`src/rtl/if_fetch_queue.sv`:
```
// Pipelined instruction fetch front-end: issues up to MAX_OUTSTANDING imem requests and buffers returned words in an in-order queue.
// Optional IF_FETCH_PERF_EN adds saturating pop/discard counters.
module if_fetch_queue #(
  parameter int unsigned     XLEN            = 32,
  parameter logic [XLEN-1:0] RESET_PC        = 32'h0000_0000,
  parameter int unsigned     FQ_DEPTH        = 4,
  parameter int unsigned     MAX_OUTSTANDING = 2
) (
  input  logic            clk,
  input  logic            rst,
  input  logic            redirect_i,
  input  logic [XLEN-1:0] redirect_pc_i,
  output logic            imem_req_o,
  output logic [XLEN-1:0] imem_addr_o,
  input  logic            imem_gnt_i,
  input  logic            imem_rvalid_i,
  input  logic [XLEN-1:0] imem_rdata_i,
  output logic            inst_valid_o,
  input  logic            inst_ready_i,
  output logic [XLEN-1:0] inst_o,
  output logic [XLEN-1:0] pc_o
`ifdef IF_FETCH_PERF_EN
  ,
  output logic [31:0]     perf_fetched_o,
  output logic [31:0]     perf_discarded_o
`endif
);

  localparam int unsigned CW = $clog2(FQ_DEPTH + 1);
  localparam int unsigned PW = $clog2(FQ_DEPTH);
  localparam int unsigned OW = $clog2(MAX_OUTSTANDING + 1);
  localparam int unsigned FW = (MAX_OUTSTANDING > 1) ? $clog2(MAX_OUTSTANDING) : 1;
  localparam int unsigned SW = ((CW > OW) ? CW : OW) + 1;

  logic [XLEN-1:0] fetch_pc_q, fetch_pc_d;
  logic [OW-1:0]   outstanding_q, outstanding_d;
  logic [OW-1:0]   discard_q, discard_d;
  logic [CW-1:0]   count_q, count_d;
  logic [PW-1:0]   rd_ptr_q, rd_ptr_d;
  logic [PW-1:0]   wr_ptr_q, wr_ptr_d;
  logic [XLEN-1:0] fq_inst_q [FQ_DEPTH];
  logic [XLEN-1:0] fq_inst_d [FQ_DEPTH];
  logic [XLEN-1:0] fq_pc_q [FQ_DEPTH];
  logic [XLEN-1:0] fq_pc_d [FQ_DEPTH];
  logic [XLEN-1:0] pcf_q [MAX_OUTSTANDING];
  logic [XLEN-1:0] pcf_d [MAX_OUTSTANDING];
  logic [FW-1:0]   pcf_rd_q, pcf_rd_d;
  logic [FW-1:0]   pcf_wr_q, pcf_wr_d;

  logic [OW-1:0] live;
  logic [SW-1:0] credit_used;
  logic          grant;
  logic          drop;
  logic          push;
  logic          pop;
  logic          unused_redirect_lsbs;

  function automatic logic [FW-1:0] pcf_next(input logic [FW-1:0] p);
    if (p == FW'(MAX_OUTSTANDING - 1)) return '0;
    return p + FW'(1);
  endfunction

  // Every live request owns a queue slot, so a response can always be pushed.
  assign live        = outstanding_q - discard_q;
  assign credit_used = SW'(count_q) + SW'(live);
  assign imem_req_o  = !rst && !redirect_i && (outstanding_q < OW'(MAX_OUTSTANDING))
                       && (credit_used < SW'(FQ_DEPTH));
  assign imem_addr_o = fetch_pc_q;

  assign inst_valid_o = (count_q != '0);
  assign inst_o       = fq_inst_q[rd_ptr_q];
  assign pc_o         = fq_pc_q[rd_ptr_q];

  assign grant = imem_req_o && imem_gnt_i;
  assign drop  = imem_rvalid_i && (redirect_i || (discard_q != '0));
  assign push  = imem_rvalid_i && !drop;
  assign pop   = inst_valid_o && inst_ready_i && !redirect_i;

  assign unused_redirect_lsbs = ^redirect_pc_i[1:0];

  always_comb begin
    fetch_pc_d    = fetch_pc_q;
    outstanding_d = outstanding_q + OW'(grant) - OW'(imem_rvalid_i);
    discard_d     = discard_q;
    count_d       = count_q;
    rd_ptr_d      = rd_ptr_q;
    wr_ptr_d      = wr_ptr_q;
    fq_inst_d     = fq_inst_q;
    fq_pc_d       = fq_pc_q;
    pcf_d         = pcf_q;
    pcf_rd_d      = pcf_rd_q;
    pcf_wr_d      = pcf_wr_q;

    if (redirect_i) begin
      // Everything still in flight after this cycle belongs to the old path.
      fetch_pc_d = {redirect_pc_i[XLEN-1:2], 2'b00};
      discard_d  = outstanding_d;
      count_d    = '0;
      rd_ptr_d   = '0;
      wr_ptr_d   = '0;
      pcf_rd_d   = '0;
      pcf_wr_d   = '0;
    end else begin
      if (grant) begin
        fetch_pc_d      = fetch_pc_q + XLEN'(4);
        pcf_d[pcf_wr_q] = fetch_pc_q;
        pcf_wr_d        = pcf_next(pcf_wr_q);
      end
      if (drop) discard_d = discard_q - OW'(1);
      if (push) begin
        fq_inst_d[wr_ptr_q] = imem_rdata_i;
        fq_pc_d[wr_ptr_q]   = pcf_q[pcf_rd_q];
        wr_ptr_d            = wr_ptr_q + PW'(1);
        pcf_rd_d            = pcf_next(pcf_rd_q);
      end
      if (pop) rd_ptr_d = rd_ptr_q + PW'(1);
      count_d = count_q + CW'(push) - CW'(pop);
    end
  end

  always_ff @(posedge clk or posedge rst) begin
    if (rst) begin
      fetch_pc_q    <= RESET_PC;
      outstanding_q <= '0;
      discard_q     <= '0;
      count_q       <= '0;
      rd_ptr_q      <= '0;
      wr_ptr_q      <= '0;
      pcf_rd_q      <= '0;
      pcf_wr_q      <= '0;
      for (int i = 0; i < int'(FQ_DEPTH); i++) begin
        fq_inst_q[i] <= '0;
        fq_pc_q[i]   <= RESET_PC;
      end
      for (int i = 0; i < int'(MAX_OUTSTANDING); i++) pcf_q[i] <= '0;
    end else begin
      fetch_pc_q    <= fetch_pc_d;
      outstanding_q <= outstanding_d;
      discard_q     <= discard_d;
      count_q       <= count_d;
      rd_ptr_q      <= rd_ptr_d;
      wr_ptr_q      <= wr_ptr_d;
      pcf_rd_q      <= pcf_rd_d;
      pcf_wr_q      <= pcf_wr_d;
      fq_inst_q     <= fq_inst_d;
      fq_pc_q       <= fq_pc_d;
      pcf_q         <= pcf_d;
    end
  end

`ifdef IF_FETCH_PERF_EN
  logic [31:0] perf_fetched_q, perf_fetched_d;
  logic [31:0] perf_discarded_q, perf_discarded_d;

  function automatic logic [31:0] sat_add(input logic [31:0] a, input logic [31:0] b);
    logic [32:0] s;
    s = {1'b0, a} + {1'b0, b};
    return s[32] ? '1 : s[31:0];
  endfunction

  // A flush discards the buffered entries as well as any word dropped this cycle.
  always_comb begin
    perf_fetched_d   = sat_add(perf_fetched_q, 32'(pop));
    perf_discarded_d = sat_add(perf_discarded_q,
                               (redirect_i ? 32'(count_q) : 32'd0) + 32'(drop));
  end

  always_ff @(posedge clk or posedge rst) begin
    if (rst) begin
      perf_fetched_q   <= '0;
      perf_discarded_q <= '0;
    end else begin
      perf_fetched_q   <= perf_fetched_d;
      perf_discarded_q <= perf_discarded_d;
    end
  end

  assign perf_fetched_o   = perf_fetched_q;
  assign perf_discarded_o = perf_discarded_q;
`endif

endmodule
```
`config.mk`:
```
export PLATFORM = sky130hd
export DESIGN_NAME = if_fetch_queue
export DESIGN_NICKNAME = d
export VERILOG_FILES = /design/src/rtl/if_fetch_queue.sv
export SDC_FILE = /design/constraint.sdc
export NUM_CORES = 1
export LEC_CHECK = 0
export CORE_MARGIN = 5
export CORE_UTILIZATION = 45
export DETAILED_ROUTE_END_ITERATION = 10
export PLACE_DENSITY = 0.76
export SYNTH_ARGS = -nofsm -noshare
export SYNTH_HDL_FRONTEND = slang
export SYNTH_SLANG_ARGS = --single-unit
```
`constraint.sdc`:
```
create_clock -name clk -period 13.2 [get_ports clk]
set_input_delay 1.32 -clock clk [delete_from_list [all_inputs] [get_ports clk]]
set_output_delay 1.32 -clock clk [all_outputs]
set_load 0.02 [all_outputs]
```
==> results of run 1 <==
==> power by group through the flow <==
| stage | logic [mW] | registers (mW) | clock network [mW] |
|---|---|---|---|
| final | 1.29 | 1.56 | 1.05 |
| after global routing | 1.39 | 1.60 | 1.12 |
| after CTS | 1.31 | 1.56 | 1.07 |
| after detailed placement | 1.30 | 1.58 | 0 |
| after global placement | 1.28 | 1.55 | 0 |
| after floorplan | 0.865 | 1.52 | 0 |
==> tightest hold or removal path, cell delays in order, from the launching register on <==
cell and delay [ns]:
dfrtp_1 0.33, nand2_1 0.04, o21ai_0 0.06
==> area by class of cell <==
| cell class | instances | share of cell area |
|---|---|---|
| Tap cell | 455 | 0.0304 |
| Inverter | 18 | 0.00401 |
| Clock buffer | 56 | 0.0610 |
| Sequential cell | 351 | 0.470 |
| Multi-Input combinational cell | 748 | 0.338 |
| Clock inverter | 12 | 0.00555 |
| Timing Repair Buffer | 174 | 0.0911 |
==> logic make-up after synthesis <==
logic type	after synthesis
AO/OA/AOI/OAI	169
XOR/XNOR	26
adder cells (fa/ha/maj)	13
buffers and inverters	99
flip-flops	351
multiplexers	277
other	1
AND/OR/NAND/NOR	259
==> registers in the layout (all words and copies together) (netlist names), 2 cells and up <==
signal / flops
outstanding_q: 2
imem_addr_o: 30
count_q: 3
rd_ptr_q: 2
fq_inst_q: 128
discard_q: 2
wr_ptr_q: 2
fq_pc_q: 120
pcf_q: 60
==> cell usage in the layout (no fill, tap or decap), drive strengths merged, types with 2 or more instances in the layout <==
master         netlist  final
dfrtp              351    351
mux2               185    185
nand2              170    170
clkdlybuf4s50        0    160
o21ai              148    148
mux4                62     62
clkbuf              50     56
mux2i               30     30
inv                 18     20
nand3               19     19
nor2                18     18
xnor2               14     14
buf                 31     14
xor2                12     12
ha                  12     12
nand4               12     12
clkinv               0      9
nor3                 9      9
or3                  6      6
o211ai               5      5
or4                  5      5
and4                 4      4
a21oi                4      4
conb                 1      4
nor4                 4      4
and3                 3      3
a41oi                3      3
nand3b               2      2
nand2b               2      2
and2                 2      2
a31oi                2      2
==> metal layers <==
metal / global-route usage / vias up / routed length [um]
met5: 0 / - / 0
met3: 0.0323 / 46 / 1850
met1: 0.257 / 5037 / 15600
met4: 0.0429 / 0 / 658
li1: - / 4544 / -
met2: 0.289 / 277 / 16200
==> how the worst min path moves through the flow <==
stage	startpoint	to
final	fq_pc_q[56]$_DFFE_PP0P_	fq_pc_q[56]$_DFFE_PP0P_
after global routing	fq_pc_q[78]$_DFFE_PP0P_	fq_pc_q[78]$_DFFE_PP0P_
after CTS	fq_pc_q[56]$_DFFE_PP0P_	fq_pc_q[56]$_DFFE_PP0P_
after detailed placement	fq_pc_q[78]$_DFFE_PP0P_	fq_pc_q[78]$_DFFE_PP0P_
after global placement	fq_pc_q[93]$_DFFE_PP0P_	fq_pc_q[93]$_DFFE_PP0P_
after floorplan	fq_pc_q[34]$_DFFE_PP0P_	fq_pc_q[34]$_DFFE_PP0P_
==> cells in the mapped netlist (3+ instances only) <==
cell / number / share of area
or3_1: 6 / 0.0024
dfrtp_1: 351 / 0.57
a41oi_1: 3 / 0.0017
nand2_1: 170 / 0.041
nand4_1: 10 / 0.0040
clkbuf_1: 50 / 0.012
nor4_1: 3 / 0.0012
ha_1: 12 / 0.0097
mux2i_1: 30 / 0.019
xnor2_1: 14 / 0.0079
nor2_1: 18 / 0.0044
nand3_1: 17 / 0.0055
buf_4: 4 / 0.0019
and3_1: 3 / 0.0012
buf_2: 26 / 0.0084
nor3_1: 7 / 0.0023
inv_1: 17 / 0.0041
o21ai_0: 147 / 0.048
mux2_2: 185 / 0.13
o211ai_1: 5 / 0.0024
and4_1: 4 / 0.0023
mux4_2: 62 / 0.090
xor2_1: 12 / 0.0068
a21oi_1: 4 / 0.0013
or4_1: 4 / 0.0019
==> impl_metrics.ini, run 1 <==
[floorplanning]
core-area_um2 = 34300
io_pins = 168
die_width_um = 195
fp.dieArea_um2 = 38200
fp-row-count = 68
initial_utilization = 0.451
die_y_um = 195

[finish]
multiInputGateArea_um2 = 6320
num-nets-final = 1415
layoutNonFillerInstCount = 1814
fill_cells = 2809
diodes = 0
area_growth_pct = 20.8
drive_above_1_share = 0.250
regArea_um2 = 8790
fin_area_um2 = 18700
post-route-util = 0.545

[global_routing]
grt-ovfl-total = 0
grt_pass1_wl_um = 56400
grt_max_degree = 136
grt_pass1_vias = 10506
grt.total_usage = 0.180
antenna_found_initial = 0

[route]
drc = 0
wl_per_cell_um = 18.9
ant_nets = 0
num_vias = 9904
wirelength_um = 34200
drtIter0Drc = 474
viasPerCell = 5.46
firstDrtPassIters = 4

[sta]
fin_ws_ns = 8.59
maxSlewViolCount = 0
rsz0062_at_grt = no
finalHoldViolations = 0
fin_tns_setup_ns = 0
clock_skew_ns = 0.0238
timing.final.crit_share = 0.350
relSlewSlack = 0.309
timing.fmax_mhz = 217
period_minus_slack_ns = 4.61
whs_ns = 0.474
setup_viol = 0
worst_pin_slew_ns = 1.04

[critical_path]
cp.buffers_inverters = 2
critPathMaxStageDelay_ns = 0.85
crit_start = rd_ptr_q[0]$_DFFE_PP0P_
crit_type = reg2out
crit_fanout = 48
crit_required_ns = 11.88
r2r_slack_ns = 9.94
r2r_end = discard_q[1]$_DFFE_PP0P_
critical_path_depth = 3
crit_family = buffers and inverters
r2r_cells = 15
worst_setup_path_start_kind = flip-flop
cp-end-kind = primary output
path_cells = buf_4 > mux4_2 > clkdlybuf4s50_1
r2r-start = outstanding_q[0]$_DFF_PP0_
endpoint = pc_o[2]
cp.arrival_ns = 3.29
cp_slowest_cell = buf_4

[placed_design]
gp_congestion = 0.840
dp_cells = 1746
io_buffers = 161
dpl_worst_slack_ns = 8.78
postPlaceCellArea_um2 = 17500
dpl.hpwl_um = 21600

[run_status]
status = completed

[power_and_ir_drop]
powerDensity_nw_per_um2 = 208
power.total_mw = 3.89
p_switching_mw = 1.21
power_frac_comb = 0.330
vdd_drop_max_mv = 0.115
seqPwrFrac = 0.401
sw_frac_of_total = 0.312
pwr-share-clk = 0.269
p_leak_nw = 8.22
p_int_mw = 2.67

[clock_tree]
post_cts_buffers = 0
clk_latency_ns = 0.53
numCtsBuffers = 39
cts.hold.buffers_added = 0
cts-resized-gates = 0
cts-root-buf = clkbuf_16
clk_pin_slew_worst_paths_ns = 0.06
cts_max_level = 2
clock-sinks = 351
cts_buffer_depth = 3
cts_tree = done

[logic_synthesis]
synth_xor_area_frac = 0.0147
synth_area_per_cell_um2 = 13.0
synth-edff-count = 0
synth_top_family_by_area = multiplexers
async_reset_ff_frac = 1.00
yosys_warnings = 0
synthCells = 1195
seq_area_frac_synth = 0.567
synth_area_um2 = 15500
synthMuxAreaShare = 0.244
synth-simple-area-share = 0.0774
yosysUniqueCellTypes = 50
ys_seq_elements = 351
synth_compound_area_frac = 0.0579
synth_flop_cell = dfrtp_1
synthAdderAreaFrac = 0.0110

[flow_run]
maxCapViolCount = 0

[min_path]
min_path_cells = 2
hp-class = reg2reg
No activity file was read; power rests on OpenSTA's default activity.
==> run 2, diff against run 1 <==
- clock period: 13.2 -> 4.67 ns (I/O delays scaled with it)
==> impl_metrics.ini, run 2 (synthesized netlist as in run 1, its figures left out) <==
[finish]
top_regs = fq_inst_q: 128 flops, fq_pc_q: 120 flops, pcf_q: 60 flops
area_growth_pct = 21.9
post-route-util = 0.550
final_common_cell = dfrtp_1
top_register = fq_inst_q
largest_reg_flops = 128
diodes = 0
layoutNonFillerInstCount = 1820
final_cell_mix = dfrtp_1, mux2_2, nand2_1
drive_above_1_share = 0.253
num-nets-final = 1419

[clock_tree]
cts_buffer_depth = 3
numCtsBuffers = 39
post_cts_buffers = 0
cts-resized-gates = 0
clk_latency_ns = 0.53
cts_tree = done
cts-root-buf = clkbuf_16
clk_pin_slew_worst_paths_ns = 0.06
cts.hold.buffers_added = 0
cts_max_level = 2
clock-sinks = 351

[critical_path]
crit_type = reg2out
cp.buffers_inverters = 2
worst_setup_path_start_kind = flip-flop
cp_slowest_cell = dfrtp_4
crit_required_ns = 4.20
crit_family = buffers and inverters
path_cells = buf_12 > mux4_2 > clkdlybuf4s50_1
cp.arrival_ns = 2.84
critPathMaxStageDelay_ns = 0.72
cp-end-kind = primary output
crit_fanout = 45

[floorplanning]
fp-row-count = 68
fp.dieArea_um2 = 38200
die_width_um = 195
initial_utilization = 0.451
die_y_um = 195
io_pins = 168
core-area_um2 = 34300

[sta]
timing.fmax_mhz = 302
timing.final.crit_share = 0.709
relSlewSlack = 0.339
finalHoldViolations = 0
fin_ws_ns = 1.36
worst_pin_slew_ns = 0.991
rsz0062_at_grt = no
period_minus_slack_ns = 3.31
maxSlewViolCount = 0
whs_ns = 0.475
clock_skew_ns = 0.0190
fin_tns_setup_ns = 0
setup_viol = 0

[route]
num_vias = 10089
drtIter0Drc = 601
ant_nets = 0
drc = 0
wirelength_um = 34500
wl_per_cell_um = 19.0
firstDrtPassIters = 5
viasPerCell = 5.54

[placed_design]
dpl_worst_slack_ns = 1.29
dp_cells = 1750
io_buffers = 161
dpl.hpwl_um = 22100
gp_congestion = 0.878

[power_and_ir_drop]
powerDensity_nw_per_um2 = 593
vdd_drop_max_mv = 0.325
p_leak_nw = 8.28

[run_status]
status = completed

[global_routing]
grt_pass1_wl_um = 58200
grt.total_usage = 0.185
grt_max_degree = 115
antenna_found_initial = 0
grt_pass1_vias = 10713
grt-ovfl-total = 0

[min_path]
hp-class = reg2reg

[flow_run]
maxCapViolCount = 0
==> run 2: cell types whose count changed in the layout (fill, tap and decap cells not counted) <==
| cell | delta |
|---|---|
| bufinv_16 | +2 |
| buf_4 | -1 |
| clkbuf_8 | +3 |
| inv_6 | -1 |
| clkbuf_1 | +1 |
| inv_8 | -1 |
| buf_12 | +5 |
| clkinv_2 | -4 |
| clkinvlp_4 | +2 |
==> run 2: power breakdown <==
part	internal, mW	switching [mW]
Combinational	1.93	1.72
Clock	1.92	1.19
Sequential	3.89	0.544
Total	7.74	3.46
==> run 2: area by class of cell <==
class | instances | area, um^2
Multi-Input combinational cell | 748 | 6320
Tap cell | 455 | 569
Fill cell | 2777 | 15400
Clock buffer | 60 | 1190
Timing Repair Buffer | 178 | 1800
Inverter | 18 | 71.3
Sequential cell | 351 | 8790
Clock inverter | 10 | 143
==> run 2: worst paths after layout <==
kind	from	end	slack, ns	cells past startpoint
setup reg to reg	outstanding_q[0]$_DFF_PP0_	discard_q[1]$_DFFE_PP0P_	1.45	15
setup / recovery	rd_ptr_q[0]$_DFFE_PP0P_	pc_o[6]	1.36	3
min in group asynchronous	rst	imem_addr_o[16]$_DFFE_PP0P_	0.53	2
hold reg to reg	fq_pc_q[8]$_DFFE_PP0P_	fq_pc_q[8]$_DFFE_PP0P_	0.47	2
max in group asynchronous	rst	rd_ptr_q[0]$_DFFE_PP0P_	2.89	3
hold / removal	fq_pc_q[8]$_DFFE_PP0P_	fq_pc_q[8]$_DFFE_PP0P_	0.47	2
==> run 2: through the flow <==
stage / area (um^2) / power, mW
global route: 18900 / 11.8
finish: 18900 / 11.2
CTS: 18900 / 11.3
floorplan: 15500 / 6.74
detailed placement: 17500 / 8.18
global placement: 17500 / 8.03
==> run 2: worst reg2reg max path, cell delays in order, from the launching register on <==
cell and delay [ns]:
dfrtp_1 0.35, inv_1 0.05, ha_1 0.20, xnor2_1 0.14, xnor2_1 0.13, ha_1 0.20, nor3_2 0.25, and4_1 0.52
inv_2 0.27, ha_1 0.34, inv_1 0.04, ha_1 0.17, xnor2_1 0.17, xnor2_1 0.15, nand2_1 0.08, o21ai_0 0.09
==> run 2: routing by layer <==
metal | wire length, um | vias to the layer above | track usage | share of wire
met5 | 0 | - | 0 | 0
met4 | 758 | 0 | 0.0484 | 0.022
li1 | - | 4563 | - | -
met1 | 15200 | 5114 | 0.265 | 0.44
met2 | 16300 | 355 | 0.293 | 0.47
met3 | 2260 | 57 | 0.0371 | 0.065
